<file path="src/rtl/swu_stream_if.sv">
// swu_stream_if -- stream bundle for the sliding-window unit.
//   start      : frame start request (producer -> unit)
//   in_data    : one sample per lane, lane k at [k*DATA_W +: DATA_W]
//   in_val     : input beat valid; in_rdy : unit ready to accept
//   slide_data : windowed sample per lane, same packing as in_data
//   data_val   : output beat valid; out_rdy : consumer ready
//   win_last   : final beat of a window
//   trans_done : one-cycle end-of-frame pulse
//   busy       : unit is not idle
// Modport slave is the unit itself; master is the producer/consumer side.
interface swu_stream_if #(
    parameter int N_CH   = 4,
    parameter int DATA_W = 7
);
    logic                     start;
    logic [N_CH*DATA_W-1:0]   in_data;
    logic                     in_val;
    logic                     in_rdy;
    logic [N_CH*DATA_W-1:0]   slide_data;
    logic                     data_val;
    logic                     out_rdy;
    logic                     win_last;
    logic                     trans_done;
    logic                     busy;

    modport slave (
        input  start, in_data, in_val, out_rdy,
        output in_rdy, slide_data, data_val, win_last, trans_done, busy
    );

    modport master (
        output start, in_data, in_val, out_rdy,
        input  in_rdy, slide_data, data_val, win_last, trans_done, busy
    );
endinterface

</file>
<file path="src/rtl/swu_stream.sv">
// swu_stream -- sliding-window streamer for N_CH lockstep ECG lanes.
// A frame of FRAME_LEN samples is cut into NUM_WIN overlapping windows of
// WIN_LEN samples spaced STRIDE apart. The first window is filled, then each
// window is replayed oldest-first; between windows STRIDE new samples
// overwrite the oldest entries of a per-lane circular buffer.
// Ports:
//   clk, rst_n : clock (rising edge), async active-low reset
//   bus        : swu_stream_if.slave (start, input/output handshakes,
//                win_last, trans_done, busy)
module swu_stream #(
    parameter int N_CH      = 4,
    parameter int DATA_W    = 7,
    parameter int WIN_LEN   = 16,
    parameter int STRIDE    = 4,
    parameter int FRAME_LEN = 64
) (
    input  logic          clk,
    input  logic          rst_n,
    swu_stream_if.slave   bus
);
    localparam int NUM_WIN = (FRAME_LEN - WIN_LEN) / STRIDE + 1;
    localparam int BUS_W   = N_CH * DATA_W;
    localparam int PTR_W   = (WIN_LEN > 1) ? $clog2(WIN_LEN) : 1;
    localparam int CNT_W   = $clog2(WIN_LEN + 1);
    localparam int WCNT_W  = $clog2(NUM_WIN + 1);

    typedef enum logic [2:0] {IDLE, FILL, EMIT, SLIDE, DONE} state_e;

    state_e              state_q, state_d;
    logic [PTR_W-1:0]    wr_ptr_q, wr_ptr_d, rd_ptr_q, rd_ptr_d;
    logic [CNT_W-1:0]    acc_cnt_q, acc_cnt_d, beat_cnt_q, beat_cnt_d;
    logic [WCNT_W-1:0]   win_cnt_q, win_cnt_d;
    logic [BUS_W-1:0]    buf_q [WIN_LEN];

    logic                wr_en, in_rdy, data_val, win_last, trans_done;
    logic [CNT_W-1:0]    acc_last;

    // Pointers wrap explicitly so non-power-of-two WIN_LEN also works.
    function automatic logic [PTR_W-1:0] ptr_inc(input logic [PTR_W-1:0] p);
        if (p == PTR_W'(WIN_LEN - 1)) return '0;
        return p + 1'b1;
    endfunction

    // Fill needs a whole window of accepts, a slide only STRIDE of them.
    assign acc_last = (state_q == FILL) ? CNT_W'(WIN_LEN - 1) : CNT_W'(STRIDE - 1);

    always_comb begin
        state_d    = state_q;
        wr_ptr_d   = wr_ptr_q;
        rd_ptr_d   = rd_ptr_q;
        acc_cnt_d  = acc_cnt_q;
        beat_cnt_d = beat_cnt_q;
        win_cnt_d  = win_cnt_q;
        wr_en      = 1'b0;
        in_rdy     = 1'b0;
        data_val   = 1'b0;
        win_last   = 1'b0;
        trans_done = 1'b0;
        case (state_q)
            IDLE: begin
                if (bus.start) begin
                    state_d    = FILL;
                    wr_ptr_d   = '0;
                    rd_ptr_d   = '0;
                    acc_cnt_d  = '0;
                    beat_cnt_d = '0;
                    win_cnt_d  = '0;
                end
            end
            FILL, SLIDE: begin
                in_rdy = 1'b1;
                if (bus.in_val) begin
                    wr_en    = 1'b1;
                    wr_ptr_d = ptr_inc(wr_ptr_q);
                    if (acc_cnt_q == acc_last) begin
                        // After the write, the next write slot holds the oldest sample.
                        acc_cnt_d  = '0;
                        beat_cnt_d = '0;
                        rd_ptr_d   = ptr_inc(wr_ptr_q);
                        state_d    = EMIT;
                    end else begin
                        acc_cnt_d = acc_cnt_q + 1'b1;
                    end
                end
            end
            EMIT: begin
                data_val = 1'b1;
                win_last = (beat_cnt_q == CNT_W'(WIN_LEN - 1));
                if (bus.out_rdy) begin
                    rd_ptr_d = ptr_inc(rd_ptr_q);
                    if (win_last) begin
                        beat_cnt_d = '0;
                        win_cnt_d  = win_cnt_q + 1'b1;
                        state_d    = (win_cnt_q == WCNT_W'(NUM_WIN - 1)) ? DONE : SLIDE;
                    end else begin
                        beat_cnt_d = beat_cnt_q + 1'b1;
                    end
                end
            end
            DONE: begin
                trans_done = 1'b1;
                state_d    = IDLE;
            end
            default: state_d = IDLE;
        endcase
    end

    always_ff @(posedge clk or negedge rst_n) begin
        if (!rst_n) begin
            state_q    <= IDLE;
            wr_ptr_q   <= '0;
            rd_ptr_q   <= '0;
            acc_cnt_q  <= '0;
            beat_cnt_q <= '0;
            win_cnt_q  <= '0;
        end else begin
            state_q    <= state_d;
            wr_ptr_q   <= wr_ptr_d;
            rd_ptr_q   <= rd_ptr_d;
            acc_cnt_q  <= acc_cnt_d;
            beat_cnt_q <= beat_cnt_d;
            win_cnt_q  <= win_cnt_d;
        end
    end

    // Sample storage is never read before being written within a frame,
    // so it carries no reset.
    always_ff @(posedge clk) begin
        if (wr_en) buf_q[wr_ptr_q] <= bus.in_data;
    end

    assign bus.in_rdy     = in_rdy;
    assign bus.data_val   = data_val;
    assign bus.win_last   = win_last;
    assign bus.trans_done = trans_done;
    assign bus.busy       = (state_q != IDLE);
    assign bus.slide_data = data_val ? buf_q[rd_ptr_q] : '0;
endmodule

</file>
<file path="src/flat_wrapper.sv">
// flat-port wrapper written by rule: the top's interface ports become plain ports
module swu_stream_flat 
#(
    parameter int N_CH      = 4,
    parameter int DATA_W    = 7,
    parameter int WIN_LEN   = 16,
    parameter int STRIDE    = 4,
    parameter int FRAME_LEN = 64
)
  (clk, rst_n, bus_start, bus_in_data, bus_in_val, bus_out_rdy, bus_in_rdy, bus_slide_data, bus_data_val, bus_win_last, bus_trans_done, bus_busy);
  swu_stream_if #(.N_CH(N_CH), .DATA_W(DATA_W)) bus_i ();
  input  logic clk;
  input  logic rst_n;
  input wire logic [$bits(bus_i.start)-1:0] bus_start;
  input wire logic [$bits(bus_i.in_data)-1:0] bus_in_data;
  input wire logic [$bits(bus_i.in_val)-1:0] bus_in_val;
  input wire logic [$bits(bus_i.out_rdy)-1:0] bus_out_rdy;
  output wire logic [$bits(bus_i.in_rdy)-1:0] bus_in_rdy;
  output wire logic [$bits(bus_i.slide_data)-1:0] bus_slide_data;
  output wire logic [$bits(bus_i.data_val)-1:0] bus_data_val;
  output wire logic [$bits(bus_i.win_last)-1:0] bus_win_last;
  output wire logic [$bits(bus_i.trans_done)-1:0] bus_trans_done;
  output wire logic [$bits(bus_i.busy)-1:0] bus_busy;
  assign bus_i.start = bus_start;
  assign bus_i.in_data = bus_in_data;
  assign bus_i.in_val = bus_in_val;
  assign bus_i.out_rdy = bus_out_rdy;
  assign bus_in_rdy = bus_i.in_rdy;
  assign bus_slide_data = bus_i.slide_data;
  assign bus_data_val = bus_i.data_val;
  assign bus_win_last = bus_i.win_last;
  assign bus_trans_done = bus_i.trans_done;
  assign bus_busy = bus_i.busy;
  swu_stream #(.N_CH(N_CH), .DATA_W(DATA_W), .WIN_LEN(WIN_LEN), .STRIDE(STRIDE), .FRAME_LEN(FRAME_LEN)) u_core (.clk(clk), .rst_n(rst_n), .bus(bus_i));
endmodule
</file>
<file path="config.mk">
export PLATFORM = sky130hd
export DESIGN_NAME = swu_stream_flat
export DESIGN_NICKNAME = d
export VERILOG_FILES = /design/src/rtl/swu_stream_if.sv /design/src/rtl/swu_stream.sv /design/src/flat_wrapper.sv
export SDC_FILE = /design/constraint.sdc
export NUM_CORES = 1
export LEC_CHECK = 0
export ABC_AREA = 1
export CAP_MARGIN = 40
export CORE_AREA = 5 5 242 221
export CTS_CLUSTER_DIAMETER = 120
export DETAILED_ROUTE_END_ITERATION = 16
export DIE_AREA = 0 0 247 226
export SYNTH_ARGS = -nofsm -noshare
export SYNTH_HDL_FRONTEND = slang
export SYNTH_SLANG_ARGS = --single-unit
export TNS_END_PERCENT = 10
</file>
<file path="constraint.sdc">
create_clock -name clk -period 5.5 [get_ports clk]
set_input_delay 1.1 -clock clk [delete_from_list [all_inputs] [get_ports clk]]
set_output_delay 1.1 -clock clk [all_outputs]
set_load 0.005 [all_outputs]
</file>
== Yosys cells after proc, flatten, opt, wreduce, memory -nomap -nowiden ==
Memory sizes are Yosys's and may differ from the RTL's.
Index checks and enable logic that the tools add are counted.
Operators by class
  muxes and demuxes: 50
  equal/unequal tests: 14
  add/sub/neg operators: 5
  reductions and logical operators: 10
Operator list (count)
  2-to-1 mux 4 bit: 13
  2-to-1 mux 5 bit: 7
  2-to-1 mux 28 bit: 1
  2-to-1 mux 3 bit: 6
  2-to-1 mux 1 bit: 17
  case mux 4 bit (2 select lines): 2
  case mux 5 bit (3 select lines): 1
  adder 4 x 1 -> 4 bit (second input constant): 3
  == test 4 bit (second input constant): 3
  case mux 4 bit (3 select lines): 1
  adder 5 x 1 -> 5 bit (second input constant): 2
  case mux 5 bit (2 select lines): 1
  AND reduction 5 bit: 2
  case mux 3 bit (3 select lines): 1
  == test 3 x 2 -> 1 bit (second input constant): 2
  != test 2 bit (second input constant): 3
  nonzero test 3 bit: 2
  == test 5 x 4 -> 1 bit (second input constant): 1
  == test 5 bit: 1
  != test 2 x 1 -> 1 bit (second input constant): 2
  AND reduction 4 bit: 1
  nonzero test 2 bit: 2
  == test 3 x 1 -> 1 bit (second input constant): 1
  == test 3 bit (second input constant): 1
  other kinds (3): 3
Storage, ports and cells
  memories kept: 1
  bits of input ports: 33
  register bits after elaboration: 25
  RAM bits: 448
Memory list
  u_core.buf_q: depth 16, bits a word 28, read ports 1, clocked after memory_dff 0, wr ports 1, line swu_stream.sv:33  | logic [BUS_W-1:0] buf_q [WIN_LEN];

== Logic depth before layout (Yosys ltp) ==
Gate-level depths: netlist of run 1.
  depth in word-level cells: 10
  gate-level depth with buffers: 10

== Worst setup path after synthesis of run 1 ==
No wires, ideal clock.
  path type: input-to-reg
  start: in bus_in_val
  end: mem u_core.buf_q[11][0] (netlist name) (enable)
  library setup time: 448 ps
  arrival time: 3344 ps
  buffers on the path: 0
  required time: 5052 ps
  path slack: 1708 ps
  stages on the path: 4
  cell sequence: inv_1 -> nor2_1 -> inv_1 -> nor3_1
On the way
  cells in the longest elaborated chain, start to end: 4
RTL lines
  start: declaration: line flat_wrapper.sv:16  | input wire logic [$bits(bus_i.in_val)-1:0] bus_in_val;
  2-to-1 mux 1 bit: line swu_stream.sv:72  | if (bus.in_val) begin
  2-to-1 mux 1 bit: line swu_stream.sv:59  | case (state_q)
  2-to-1 mux 1 bit: line swu_stream.sv:129  | if (wr_en) buf_q[wr_ptr_q] <= bus.in_data;
  2-to-1 mux 1 bit (not written as such): line swu_stream.sv:129
  end: declaration: line swu_stream.sv:33
Every way passes these cells.

== Worst setup path in the final report of run 1 ==
  start: reg u_core.rd_ptr_q[0]
  end: out bus_slide_data[27]
On the way
  cells in the longest elaborated chain, start to end: 2
RTL lines
  start: declaration: line swu_stream.sv:30  | logic [PTR_W-1:0] wr_ptr_q, wr_ptr_d, rd_ptr_q, rd_ptr_d;
  start signal: assignment: line swu_stream.sv:119  | rd_ptr_q <= rd_ptr_d;
  memory read (16 x 28 bit)
  2-to-1 mux 28 bit: line swu_stream.sv:137  | assign bus.slide_data = data_val ? buf_q[rd_ptr_q] : '0;
  end: declaration: line flat_wrapper.sv:19  | output wire logic [$bits(bus_i.slide_data)-1:0] bus_slide_data;
Every way passes these cells.

==> results of run 1 <==
## synthesized netlist by cell type (all sizes together)
master,number,share of area (%)
a21oi,32,0.78
a22o,1,0.043
buf,66,1.6
clkbuf,30,0.55
dfrtp,25,3.1
edfxtp,448,66
ha,9,0.55
inv,261,4.8
nand2,752,14
nand3,296,7.3
nand4,7,0.21
nor2,31,0.64
nor3,7,0.23
nor3b,1,0.037
o21ai,15,0.37
o31ai,1,0.037
or2,3,0.092
xor2,3,0.13
## cell type report
class	count	area share [%]
Clock buffer	67	5.89
Multi-Input combinational cell	1158	21.5
Sequential cell	473	59.4
Tap cell	688	3.63
Antenna cell	1	0.0105
Timing Repair Buffer	107	4.67
Clock inverter	23	0.817
Inverter	261	4.16
## cell families (layout without fill, tap and decap cells)
group	count (synthesis)	in the layout	share of synthesized area (%)
AND/OR/NAND/NOR	1097	1097	22.4
XOR/XNOR	3	3	0.128
buffers and inverters	357	458	6.95
flip-flops	473	473	68.7
adder cells (fa/ha/maj)	9	9	0.550
AO/OA/AOI/OAI	49	49	1.23
other	0	1	0
## report_power, final
group,switching (mW),internal (mW),total [mW],leakage (nW)
clock network,1.36,1.92,3.28,0.776
registers,0.102,4.09,4.19,4.36
logic,1.96,0.959,2.92,4.53
total,3.43,6.97,10.4,9.67
## registers in the layout, indices dropped and copies added, names as in the netlist
name / flops
u_core.acc_cnt_q: 5
u_core.beat_cnt_q: 5
u_core.buf_q: 448
u_core.rd_ptr_q: 4
u_core.state_q: 3
u_core.win_cnt_q: 4
u_core.wr_ptr_q: 4
## metal layers
metal	share of wire [%]	wire length, um	vias to the layer above	GRT usage, %
li1	-	-	6629	-
met1	45	22400	6534	24.6
met2	48	23900	357	29.8
met3	5.6	2830	67	2.71
met4	2.1	1040	0	5.16
met5	0	0	-	0
## worst register-to-register path, delay by kind of cell (launching register included)
kind	cells	cell delay, ns
buffers and inverters	2	0.55
DFF	1	0.41
and+or+nand+nor	4	1.42
## worst max path at each step
stage                                    endpoint  slack, ns  depth (start not counted)
finish                         bus_slide_data[27]       1.03                          8
global route                    bus_slide_data[0]       0.88                          8
CTS                             bus_slide_data[0]       1.03                          8
detailed placement             bus_slide_data[19]       1.71                          8
global placement                bus_slide_data[0]       1.63                          8
floorplan           u_core.buf_q[11][0]$_DFFE_PP_       1.71                          4
## through the flow
step           hold WS (ns)  std cells  worst slack [ns]  area [sq um]
2_1_floorplan         0.442       1988              1.71         20500
3_3_place_gp          0.453       2681              1.63         22000
3_5_place_dp          0.459       2687              1.71         22100
4_1_cts               0.473       2777              1.03         23700
5_1_grt               0.502       2777             0.883         23700
6_report              0.472       2778              1.03         23700
## cell usage in the layout (no fill, tap or decap), drive strengths merged, types with 4 or more instances in the layout
master / netlist / layout
nand2: 752 / 752
edfxtp: 448 / 448
nand3: 296 / 296
inv: 261 / 261
clkbuf: 30 / 67
clkdlybuf4s50: 0 / 65
buf: 66 / 42
a21oi: 32 / 32
nor2: 31 / 31
dfrtp: 25 / 25
clkinv: 0 / 16
o21ai: 15 / 15
ha: 9 / 9
nand4: 7 / 7
nor3: 7 / 7
clkinvlp: 0 / 4
==> flow_metrics.env, run 1 <==
export IMPL_status="complete, no violations"
export IMPL_worstPathRequired_ns=4.40
export IMPL_worstPathCellList="buf_12 -> nand2_1 -> nand2_1 -> nand2_1 -> nand3_1 -> nand3_1 -> a21oi_1 -> clkdlybuf4s50_1"
export IMPL_p_leak_nw=9.67
export IMPL_worst_path_most_repeated_cell="nand2_1"
export IMPL_finalCritPeriodShare_pct=81.3
export IMPL_skew_ns=0.0111
export IMPL_cts_buffer_depth=3
export IMPL_power_density_nw_per_um2=438
export IMPL_grt_max_degree=228
export IMPL_rrSetupSlack_ns=2.78
export IMPL_multi_input_area_sq_um=5090
export IMPL_tns_ns=0
export IMPL_grt_pass1_wl_um=77400
export IMPL_cp_slowest_cell="buf_12"
export IMPL_vdd_drop_max_uv=448
export IMPL_layout_min_cycle_time_ns=4.47
export IMPL_drv_slew=0
export IMPL_via_count=13600
export IMPL_clock_sinks=473
export IMPL_clock_latency_ns=0.59
export IMPL_holdPathEnd="u_core.beat_cnt_q[4]$_DFFE_PN0P_"
export IMPL_drt_iter0_markers=1148
export IMPL_critical_path_class="reg -> out"
export IMPL_worstMarginPinSlew_ns=1.19
export IMPL_antenna_found_initial=1
export IMPL_drt_pass1_iterations=7
export IMPL_max_freq_mhz=224
export IMPL_cts_buffers=50
export IMPL_core_sq_um=50900
export IMPL_post_cts_buffers=0
export IMPL_place_congestion=0.792
export IMPL_hold_viol=0
export IMPL_critical_path_arrival_ns=3.37
export IMPL_start_util_pct=40.2
export IMPL_start_kind="flip-flop"
export IMPL_drive_gt1_share_pct=7.42
export IMPL_hold_buffers=0
export IMPL_r2r_start="u_core.state_q[2]$_DFFE_PN0P_"
export IMPL_max_slew_margin_pct=20.5
export IMPL_die_w_um=247
export IMPL_rr_endpoint="u_core.buf_q[12][9]$_DFFE_PP_"
export IMPL_cap_violations=0
export IMPL_cp_end_kind="primary output"
export IMPL_hpwl_um=27200
export IMPL_post_route_util_pct=46.6
export IMPL_syn_nets=2030
export IMPL_wl_per_cell_um=18.1
export IMPL_vias_per_cell=4.89
export IMPL_portBuffers=65
export IMPL_synthToLayoutAreaGrowth_pct=15.9
export IMPL_clk_pin_slew_worst_paths_ns=0.06
export IMPL_synth_seq_area_share_pct=68.7
export IMPL_final_nets=2093
export IMPL_cts_tree="yes"
export IMPL_setup_viol=0
export IMPL_cp_max_fo=227
export IMPL_power_mw=10.4
export IMPL_ys_ff_latch=473
export IMPL_seqCellArea_sq_um=14100
export IMPL_rows=79
export IMPL_min_path_cells=2
export IMPL_max_stage_delay_ns=0.68
export IMPL_yosys_warnings=0
export IMPL_synth_distinct_cells=26
export IMPL_fillers=4557
export IMPL_h_tree_depth=2
export IMPL_cp_startpoint="u_core.rd_ptr_q[0]$_DFFE_PN0P_"
export IMPL_grt_overflow=0
export IMPL_die_h_um=226
export IMPL_cts_resized=0
export IMPL_root_buffer="clkbuf_16"
export IMPL_path_delay_family="buffers and inverters"
export IMPL_syn_avg_cell_area_sq_um=10.3
export IMPL_drtAntennaViolNets=0
export IMPL_crit_buf_inv=2
export IMPL_pin_count=66
export IMPL_ff2ff_path_depth=6
export IMPL_hold_path_class="reg -> reg"
export IMPL_syn_area_sq_um=20500
export IMPL_track_usage_pct=17.9
export IMPL_netlist_instances=1988
export IMPL_rsz0062_at_grt="no"
export IMPL_hp_start="u_core.beat_cnt_q[4]$_DFFE_PN0P_"
export IMPL_drc=0
export IMPL_grt_pass1_vias=13200
export IMPL_die_area_sq_um=55800
export IMPL_wl_um=50200
Note: power is estimated with default switching activity, not from simulation.
==> run 2, diff against run 1 <==
Clock period 5.5 ns to 4.51 ns, I/O delays scaled along.
==> run 2 against run 1 <==
  * Clock skew is 0.014 ns higher
  * Highest routed layer is now met5
  * Hold slack better by 0.0029 ns
  * Combinational power is 22% higher
  * Critical path type unchanged
  * Non-clock buffer count is 3 higher
  * Clock-buffer cell count is 7 lower
  * Die area stayed put
==> flow_metrics.env, run 2 (synthesis gave the netlist of run 1 again) <==
export IMPL_status="complete, no violations"
export IMPL_max_stage_delay_ns=0.73
export IMPL_core_sq_um=50900
export IMPL_cp_end_kind="primary output"
export IMPL_place_congestion=0.796
export IMPL_hold_viol=0
export IMPL_pin_count=66
export IMPL_cts_resized=0
export IMPL_hpwl_um=26600
export IMPL_grt_pass1_wl_um=78000
export IMPL_ff2ff_path_depth=6
export IMPL_fillers=4582
export IMPL_clk_pin_slew_worst_paths_ns=0.06
export IMPL_drt_pass1_iterations=5
export IMPL_worstPathCellList="buf_4 -> nand2_1 -> nand2_1 -> nand2_1 -> nand3_1 -> nand3_1 -> a21oi_1 -> clkdlybuf4s50_1"
export IMPL_crit_buf_inv=2
export IMPL_antenna_found_initial=2
export IMPL_max_freq_mhz=240
export IMPL_grt_max_degree=116
export IMPL_power_mw=12.6
export IMPL_worstMarginPinSlew_ns=0.800
export IMPL_via_count=13800
export IMPL_hp_start="u_core.beat_cnt_q[4]$_DFFE_PN0P_"
export IMPL_top_register="u_core.buf_q"
export IMPL_root_buffer="clkbuf_16"
export IMPL_grt_overflow=0
export IMPL_hold_path_class="reg -> reg"
export IMPL_p_leak_nw=9.67
export IMPL_drtAntennaViolNets=0
export IMPL_rows=79
export IMPL_layout_min_cycle_time_ns=4.17
export IMPL_path_delay_family="buffers and inverters"
export IMPL_reg_largest_list="u_core.buf_q x448, u_core.acc_cnt_q x5, u_core.beat_cnt_q x5"
export IMPL_vias_per_cell=4.96
export IMPL_finalCritPeriodShare_pct=92.5
export IMPL_final_cell_mix="nand2_1 (747), edfxtp_1 (448), nand3_1 (293), inv_1 (255), clkdlybuf4s50_1 (65)"
export IMPL_synthToLayoutAreaGrowth_pct=15.6
export IMPL_post_cts_buffers=0
export IMPL_cts_buffers=50
export IMPL_worst_path_most_repeated_cell="nand2_1"
export IMPL_final_area_sq_um=23700
export IMPL_cp_slowest_cell="dfrtp_4"
export IMPL_critical_path_class="reg -> out"
export IMPL_tns_ns=0
export IMPL_rsz0062_at_grt="no"
export IMPL_drive_gt1_share_pct=7.42
export IMPL_vdd_drop_max_uv=294
export IMPL_setup_viol=0
export IMPL_die_area_sq_um=55800
export IMPL_drt_iter0_markers=1084
export IMPL_hold_buffers=0
export IMPL_wl_per_cell_um=18.5
export IMPL_die_w_um=247
export IMPL_drv_slew=0
export IMPL_rr_endpoint="u_core.buf_q[5][0]$_DFFE_PP_"
export IMPL_rrSetupSlack_ns=1.87
export IMPL_portBuffers=65
export IMPL_placed_cell_area_sq_um=22200
export IMPL_wl_um=51300
export IMPL_start_kind="flip-flop"
export IMPL_drc=0
export IMPL_cp_max_fo=61
export IMPL_start_util_pct=40.2
export IMPL_worstPathRequired_ns=3.61
export IMPL_die_h_um=226
export IMPL_holdPathEnd="u_core.beat_cnt_q[4]$_DFFE_PN0P_"
export IMPL_final_nets=2096
export IMPL_r2r_start="u_core.state_q[2]$_DFFE_PN0P_"
export IMPL_cts_tree="yes"
export IMPL_power_density_nw_per_um2=531
export IMPL_cts_buffer_depth=3
export IMPL_critical_path_arrival_ns=3.27
export IMPL_largest_register_ffs=448
export IMPL_clock_sinks=473
export IMPL_min_path_cells=2
export IMPL_skew_ns=0.0250
export IMPL_final_common_cell="nand2_1"
export IMPL_cap_violations=0
export IMPL_grt_pass1_vias=13200
export IMPL_h_tree_depth=2
export IMPL_max_slew_margin_pct=46.5
export IMPL_track_usage_pct=18.2
export IMPL_clock_latency_ns=0.59
[run 2: where the power goes]
group | switching (mW) | total, mW | leakage (nW) | internal, mW
combinational | 2.41 | 3.57 | 4.55 | 1.16
clock | 1.66 | 3.89 | 0.748 | 2.23
sequential | 0.133 | 5.12 | 4.36 | 4.99
total | 4.21 | 12.6 | 9.67 | 8.38
[run 2: final cells by class]
cell class | instances | area, sq um | share of cell area, %
Sequential cell | 473 | 14100 | 59.5
Inverter | 261 | 987 | 4.17
Antenna cell | 1 | 2.50 | 0.0106
Timing Repair Buffer | 110 | 1130 | 4.76
Clock inverter | 28 | 215 | 0.909
Clock buffer | 60 | 1310 | 5.53
Tap cell | 688 | 861 | 3.63
Multi-Input combinational cell | 1158 | 5090 | 21.5
[run 2: through the flow]
stage	setup WS (ns)	hold WS, ns	cells	utilization, %
6_report	0.338	0.475	2779	46.5
4_1_cts	0.319	0.476	2778	46.5
2_1_floorplan	0.916	0.442	1988	-
3_3_place_gp	0.981	0.453	2688	43.4
5_1_grt	0.135	0.500	2778	46.5
3_5_place_dp	0.959	0.461	2690	43.5
[run 2: how the worst max path moves through the flow]
| stage | start | endpoint | slack [ns] | cells past startpoint |
|---|---|---|---|---|
| 5_1_grt | u_core.rd_ptr_q[0]$_DFFE_PN0P_ | bus_slide_data[13] | 0.14 | 8 |
| 2_1_floorplan | bus_in_val | u_core.buf_q[11][0]$_DFFE_PP_ | 0.92 | 4 |
| 6_report | u_core.rd_ptr_q[0]$_DFFE_PN0P_ | bus_slide_data[13] | 0.34 | 8 |
| 3_5_place_dp | u_core.rd_ptr_q[0]$_DFFE_PN0P_ | bus_slide_data[13] | 0.96 | 8 |
| 3_3_place_gp | u_core.rd_ptr_q[0]$_DFFE_PN0P_ | bus_slide_data[24] | 0.98 | 8 |
| 4_1_cts | u_core.rd_ptr_q[0]$_DFFE_PN0P_ | bus_slide_data[13] | 0.32 | 8 |
[run 2: per-layer routing]
metal	vias to the layer above	wire length, um	global-route usage [%]
met4	2	1390	6.23
met1	6607	22200	24.7
met2	416	24600	30.3
li1	6647	-	-
met5	-	13	0
met3	99	3000	2.57
[run 2: worst register-to-register path: stages (launching register included)]
cell,delay [ns]
dfrtp_1,0.43
inv_2,0.17
nand2_4,0.12
nor2_1,0.27
nand2_1,0.30
nor2_4,0.69
buf_4,0.35
